File: src/rtl/onehot_dec_pkg.sv
// -----------------------------------------------------------------------------
// onehot_dec_pkg
// Shared types and constants for the one-hot scan decoder.
//   state_e      : controller states (IDLE, DIRECT, SCAN, BLANK)
//   MODE_DIRECT  : mode input value selecting direct address decode
//   MODE_SCAN    : mode input value selecting automatic scanning
// -----------------------------------------------------------------------------
package onehot_dec_pkg;

  typedef enum logic [1:0] {
    IDLE   = 2'd0,
    DIRECT = 2'd1,
    SCAN   = 2'd2,
    BLANK  = 2'd3
  } state_e;

  localparam logic MODE_DIRECT = 1'b0;
  localparam logic MODE_SCAN   = 1'b1;

endpackage

File: src/rtl/dec_nx.sv
// -----------------------------------------------------------------------------
// dec_nx
// Purely combinational N-to-2**N one-hot decoder with enable.
// Ports:
//   en     : in  1      - when low the output is all-zero
//   addr   : in  ADDR_W - bit position to set
//   onehot : out OUT_W  - one-hot result (at most one bit set)
// -----------------------------------------------------------------------------
module dec_nx #(
  parameter  int ADDR_W = 4,
  localparam int OUT_W  = 2 ** ADDR_W
) (
  input  logic              en,
  input  logic [ADDR_W-1:0] addr,
  output logic [OUT_W-1:0]  onehot
);

  // Decode: clear every bit first, then set the addressed bit if enabled.
  always_comb begin
    onehot = {OUT_W{1'b0}};
    if (en) begin
      onehot[addr] = 1'b1;
    end else begin
      onehot = {OUT_W{1'b0}};
    end
  end

endmodule

File: src/rtl/onehot_scan_decoder.sv
// -----------------------------------------------------------------------------
// onehot_scan_decoder
// Registered one-hot select generator. In direct mode it decodes an address
// accepted through a valid/ready handshake; in scan mode it walks a single
// active bit across all outputs, holding each for DWELL cycles followed by
// one blank cycle so that adjacent selects never overlap.
//
// Configuration macro: ONEHOT_SCAN_DECODER_SCAN_EN
//   defined   : SCAN/BLANK states, dwell counter and wrap pulse are built.
//   undefined : mode is ignored, wrap is tied low, direct decode only.
//
// Ports:
//   clk        : in  1      - rising-edge clock
//   rst_n      : in  1      - asynchronous active-low reset
//   en         : in  1      - block enable, low drives outputs inactive
//   mode       : in  1      - 0 direct decode, 1 auto-scan
//   in_valid   : in  1      - address offered (direct mode)
//   in_addr    : in  ADDR_W - address to decode
//   in_ready   : out 1      - high only in DIRECT state
//   out_onehot : out OUT_W  - registered one-hot select
//   out_idx    : out ADDR_W - registered index of the active bit (0 if none)
//   wrap       : out 1      - pulse in the BLANK cycle after the last index
// -----------------------------------------------------------------------------
module onehot_scan_decoder
  import onehot_dec_pkg::*;
#(
  parameter  int ADDR_W = 4,
  parameter  int DWELL  = 4,
  localparam int OUT_W  = 2 ** ADDR_W
) (
  input  logic              clk,
  input  logic              rst_n,
  input  logic              en,
  input  logic              mode,
  input  logic              in_valid,
  input  logic [ADDR_W-1:0] in_addr,
  output logic              in_ready,
  output logic [OUT_W-1:0]  out_onehot,
  output logic [ADDR_W-1:0] out_idx,
  output logic              wrap
);

  state_e              state_q, state_d;
  logic [OUT_W-1:0]    out_onehot_q, out_onehot_d;
  logic [ADDR_W-1:0]   out_idx_q, out_idx_d;
  logic                wrap_q, wrap_d;

  // Address/enable presented to the shared decoder for the next cycle.
  logic [ADDR_W-1:0]   sel_addr_s;
  logic                sel_en_s;
  logic                scan_mode_s;

`ifdef ONEHOT_SCAN_DECODER_SCAN_EN
  localparam int CNT_W = $clog2(DWELL + 1);
  logic [CNT_W-1:0]    cnt_q, cnt_d;
  logic [ADDR_W-1:0]   idx_q, idx_d;

  assign scan_mode_s = (mode == MODE_SCAN);
`else
  logic unused_cfg_s;

  assign scan_mode_s  = 1'b0;
  assign unused_cfg_s = mode ^ (DWELL > 0);
`endif

  // Ready depends only on the state so no path exists from in_valid.
  assign in_ready   = (state_q == DIRECT);
  assign out_onehot = out_onehot_q;
  assign out_idx    = out_idx_q;
  assign wrap       = wrap_q;

  // Next-state, scan position and decoder selection.
  always_comb begin
    state_d    = state_q;
    sel_en_s   = |out_onehot_q;
    sel_addr_s = out_idx_q;
    wrap_d     = 1'b0;
`ifdef ONEHOT_SCAN_DECODER_SCAN_EN
    cnt_d      = cnt_q;
    idx_d      = idx_q;
`endif
    if (!en) begin
      state_d    = IDLE;
      sel_en_s   = 1'b0;
      sel_addr_s = {ADDR_W{1'b0}};
`ifdef ONEHOT_SCAN_DECODER_SCAN_EN
      cnt_d      = {CNT_W{1'b0}};
      idx_d      = {ADDR_W{1'b0}};
`endif
    end else begin
      case (state_q)
        IDLE: begin
          sel_en_s   = 1'b0;
          sel_addr_s = {ADDR_W{1'b0}};
`ifdef ONEHOT_SCAN_DECODER_SCAN_EN
          if (scan_mode_s) begin
            // Scan always starts from bit 0 with the first dwell cycle.
            state_d    = SCAN;
            idx_d      = {ADDR_W{1'b0}};
            cnt_d      = CNT_W'(1);
            sel_en_s   = 1'b1;
            sel_addr_s = {ADDR_W{1'b0}};
          end else begin
            state_d = DIRECT;
          end
`else
          state_d = DIRECT;
`endif
        end
        DIRECT: begin
          if (scan_mode_s) begin
            // Clear outputs for one cycle; IDLE then launches the scan.
            state_d    = IDLE;
            sel_en_s   = 1'b0;
            sel_addr_s = {ADDR_W{1'b0}};
          end else if (in_valid) begin
            sel_en_s   = 1'b1;
            sel_addr_s = in_addr;
          end else begin
            sel_en_s   = |out_onehot_q;
            sel_addr_s = out_idx_q;
          end
        end
`ifdef ONEHOT_SCAN_DECODER_SCAN_EN
        SCAN: begin
          // Leaving scan mode cuts the dwell short but still passes BLANK.
          if (!scan_mode_s || (cnt_q >= CNT_W'(DWELL))) begin
            state_d    = BLANK;
            sel_en_s   = 1'b0;
            sel_addr_s = {ADDR_W{1'b0}};
            cnt_d      = {CNT_W{1'b0}};
            idx_d      = idx_q + ADDR_W'(1);
            wrap_d     = (idx_q == ADDR_W'(OUT_W - 1));
          end else begin
            cnt_d      = cnt_q + CNT_W'(1);
            sel_en_s   = 1'b1;
            sel_addr_s = idx_q;
          end
        end
        BLANK: begin
          if (scan_mode_s) begin
            state_d    = SCAN;
            cnt_d      = CNT_W'(1);
            sel_en_s   = 1'b1;
            sel_addr_s = idx_q;
          end else begin
            state_d    = IDLE;
            idx_d      = {ADDR_W{1'b0}};
            sel_en_s   = 1'b0;
            sel_addr_s = {ADDR_W{1'b0}};
          end
        end
`endif
        default: begin
          state_d    = IDLE;
          sel_en_s   = 1'b0;
          sel_addr_s = {ADDR_W{1'b0}};
        end
      endcase
    end
  end

  // Single shared decoder drives both direct and scan selects.
  dec_nx #(
    .ADDR_W (ADDR_W)
  ) u_dec (
    .en     (sel_en_s),
    .addr   (sel_addr_s),
    .onehot (out_onehot_d)
  );

  // Index output follows the decoder input, forced to 0 when inactive.
  always_comb begin
    out_idx_d = {ADDR_W{1'b0}};
    if (sel_en_s) begin
      out_idx_d = sel_addr_s;
    end else begin
      out_idx_d = {ADDR_W{1'b0}};
    end
  end

  // State and output registers.
  always_ff @(posedge clk or negedge rst_n) begin
    if (!rst_n) begin
      state_q      <= IDLE;
      out_onehot_q <= {OUT_W{1'b0}};
      out_idx_q    <= {ADDR_W{1'b0}};
      wrap_q       <= 1'b0;
`ifdef ONEHOT_SCAN_DECODER_SCAN_EN
      cnt_q        <= {CNT_W{1'b0}};
      idx_q        <= {ADDR_W{1'b0}};
`endif
    end else begin
      state_q      <= state_d;
      out_onehot_q <= out_onehot_d;
      out_idx_q    <= out_idx_d;
      wrap_q       <= wrap_d;
`ifdef ONEHOT_SCAN_DECODER_SCAN_EN
      cnt_q        <= cnt_d;
      idx_q        <= idx_d;
`endif
    end
  end

endmodule

File: config.mk
export PLATFORM = sky130hd
export DESIGN_NAME = onehot_scan_decoder
export DESIGN_NICKNAME = d
export VERILOG_FILES = /design/src/rtl/onehot_dec_pkg.sv /design/src/rtl/dec_nx.sv /design/src/rtl/onehot_scan_decoder.sv
export SDC_FILE = /design/constraint.sdc
export NUM_CORES = 1
export LEC_CHECK = 0
export ABC_AREA = 1
export CAP_MARGIN = 15
export CORE_MARGIN = 5
export CORE_UTILIZATION = 41
export DETAILED_ROUTE_END_ITERATION = 6
export MAX_ROUTING_LAYER = met4
export PLACE_DENSITY = 0.75
export SETUP_SLACK_MARGIN = 0.3
export SYNTH_ARGS = -nofsm -noshare
export SYNTH_HDL_FRONTEND = slang
export SYNTH_SLANG_ARGS = --single-unit
File: constraint.sdc
create_clock -name clk -period 1.1 [get_ports clk]
set_input_delay 0.22 -clock clk [delete_from_list [all_inputs] [get_ports clk]]
set_output_delay 0.22 -clock clk [all_outputs]
set_load 0.01 [all_outputs]
==> impl_summary.txt <==
----------------------------------------------------
[Worst setup path]
  Capturing element type of the critical path ... flip-flop
  Worst reg2reg setup slack ... -0.11 ns
  Worst Path Required ... 1.30 ns
  Worst Path Class, Setup ... reg2reg
  Reg2reg start ... out_onehot[11]$_DFF_PN0_
  Critical path fanouts, max ... 20
  Launch point of the worst path ... out_onehot[11]$_DFF_PN0_
  Kind of start point of the critical path ... flip-flop
  End of the worst register-to-register path ... out_onehot[15]$_DFF_PN0_
  Data arrival, critical path ... 1.41 ns
  Critical path endpoint ... out_onehot[15]$_DFF_PN0_
  Worst Reg-to-Reg Cells ... 7

[Synth]
  Synthesized netlist net count ... 131
  Count of unique library cells instantiated by Yosys ... 18
  Adder and majority gate portion of the synthesized area ... 0%
  Cells after Synth ... 122
  Yosys warnings ... 0
  Sequential element share of the synthesized area ... 51.7%
  Xor and xnor fraction of the mapped netlist area ... 0%
  Combinational family with the most area after synthesis ... simple AND/OR/NAND/NOR gates
  Synthesis-stage register bit count ... 21
  Multiplexer fraction of the synthesized cell area ... 0%
  Synthesized-area fraction occupied by and/or/nand/nor cells ... 39.4%
  Post-Syn Area ... 1020 sq um
  Avg Inst Size Synth ... 8.33 sq um
  Compound-cell area share of the yosys netlist ... 0%

[Route]
  Drt via density ... 4.51
  Post-route antenna net violation count ... 0
  Post-detailed-routing wire length ... 2100 microns
  Via count ... 834
  Number of DRC markers after the initial detailed-route iteration ... 25
  DRC errors left ... 0
  Pre-Repair DR Iteration Count ... 4
  Average wire per standard cell ... 11.3 microns

[Floorplanning]
  Number of rows in the core area ... 18
  Number of top-level pins ... 31
  Die ar. ... 3570 sq um
  Effective utilization at floorplan ... 41.8%
  Chip Height ... 59.8 microns
  Die extent in x ... 59.8 microns
  Core ar. ... 2430 sq um

[Timing]
  Count of final hold-check violations ... 0
  Fmax achieved ... 829 MHz
  Final cycle utilization of the critical path ... 110%
  Smallest setup slack after layout ... -0.106 ns
  Post-route minimum period ... 1.21 ns
  Clk_skew ... 0.00662 ns
  Number of endpoints failing setup at the final stage ... 21
  Unrepaired setup endpoints after global routing ... yes
  Final number of max-transition violations ... 0
  Worst slack on hold paths ... 0.237 ns

[Global routing]
  Via count of the first global-routing pass ... 792
  Total track usage ... 14.0%
  Number of antenna violations at the first check in global routing ... 0
  GRT overflow ... 0
  Pin count of the biggest net entering global routing ... 22
  Wire length of the first global-routing pass ... 3540 microns

[Run status]
  Result of the run ... finished, violations left
  Violations in the final reports ... negative setup slack

[Cells and area]
  Number of nets in the layout ... 165
  Ratio of cells with drive above 1 in the final layout ... 38.1%
  Synth-to-layout area growth ... 32.0%
  Total non-filler cell area in the finished layout ... 1340 sq um
  Most common cell after layout, fill and taps aside ... nor2_1
  Leading cell types in the layout, fill and taps excluded ... nor2_1 (29), nand2_1 (28), dfrtp_1 (21)
  ANT cells ... 0

[Pwr]
  Worst supply voltage drop on vdd ... 0.479 mV
  Total power density per cell area ... 1000 nW/um^2
  Static Leakage ... 0.688 nW

[Clock network]
  Max H-tree Level ... 1
  TritonCTS clock tree ... built
  Clk pin slew, worst setup/hold paths ... 0.12 ns
  Total clock buffers created by CTS ... 3
  Clock tree buffer depth ... 2
  Insertion delay to the later sink of the worst-skew pair ... 0.30 ns
  Sink Count ... 21
  Clock root buffer ... clkbuf_4
  Hold buffer count at cts ... 0

[Placement]
  Area after DPL ... 1340 sq um
  Final weighted congestion in routability-driven placement ... 0.824
  Place WS ... -0.472 ns
  HPWL Detailed ... 1670 microns
  Quantity of I/O buffers inserted on ports ... 28

[Min path]
  HP Class ... in2async

[Job]
  Count of max-cap constraint violations ... 0

----------------------------------------------------
-- flip-flops by register name, indices dropped and copies added (netlist names) --
signal and count:
out_onehot 16, out_idx 4, state_q 1
-- cells in the mapped netlist --
| cell | count | area [sq um] |
|---|---|---|
| nor2_1 | 33 | 124 |
| nand2_1 | 29 | 109 |
| dfrtp_1 | 21 | 526 |
| nor2_2 | 9 | 56.3 |
| inv_1 | 7 | 26.3 |
| nand2_2 | 5 | 31.3 |
| buf_6 | 3 | 33.8 |
| inv_2 | 3 | 11.3 |
| nor2_4 | 3 | 33.8 |
| and2_0 | 1 | 6.26 |
| buf_4 | 1 | 7.51 |
| clkbuf_1 | 1 | 3.75 |
| clkinv_1 | 1 | 3.75 |
| conb_1 | 1 | 3.75 |
| nand2_4 | 1 | 11.3 |
| nand3_1 | 1 | 5.00 |
| nand3_4 | 1 | 17.5 |
| or2_1 | 1 | 6.26 |
-- worst min-delay path by stage --
stage,start,to,cells past startpoint
6_report,rst_n,out_idx[2]$_DFF_PN0_,2
5_1_grt,rst_n,state_q[0]$_DFFE_PN0P_,2
2_1_floorplan,rst_n,out_idx[0]$_DFF_PN0_,0
4_1_cts,rst_n,out_idx[2]$_DFF_PN0_,2
3_5_place_dp,rst_n,out_idx[2]$_DFF_PN0_,2
3_3_place_gp,rst_n,out_onehot[1]$_DFF_PN0_,2
-- critical path, stage by stage (launching register included) --
cell	delay, ns
dfrtp_1	0.41
nor2_1	0.11
nand2_1	0.05
nor2_1	0.13
nand3_1	0.11
nand2_2	0.10
buf_12	0.15
nor2_1	0.05
-- logic make-up after synthesis --
| group | count (synthesis) |
|---|---|
| simple gates | 84 |
| other cells | 1 |
| flops | 21 |
| buf+inv | 16 |
-- per-layer routing --
layer	global-route usage [%]	up-vias	part of all wire, %
li1	-	419	-
met1	17.4	395	42
met2	21.8	16	52
met3	1.30	4	3.7
met4	8.54	0	2.1
met5	-	-	0
-- layout make-up --
cell class,count,area (sq um)
Clock buffer,3,22.5
Clock inverter,1,5.00
Fill cell,226,1090
Inverter,11,45.0
Multi-Input combinational cell,85,442
Sequential cell,21,526
Tap cell,30,37.5
Timing Repair Buffer,34,264
-- what timing repair did --
action                                  4_1_cts  5_1_grt
resized for setup                            95        6
pin swaps                                     6        3
buffers inserted                              1        1
endpoints found under the setup margin       41       41
-- stage by stage --
step	TNS, ns	power [W]	util (%)	cells
6_report	-1.97	0.00134	55.1	185
2_1_floorplan	-0.521	0.000909	-	122
4_1_cts	-1.87	0.00135	53.8	184
3_3_place_gp	-8.01	0.000982	55.2	179
5_1_grt	-3.70	0.00141	55.1	185
3_5_place_dp	-8.51	0.000984	55.2	179
-- power by group --
part           total [W]  internal [W]  leakage (nW)  switching (W)
Sequential      0.000782      0.000778         0.290     0.00000341
Clock           0.000368      0.000135        0.0177       0.000232
Combinational   0.000194     0.0000791         0.380       0.000115
Power figures use the tool's default switching activity.
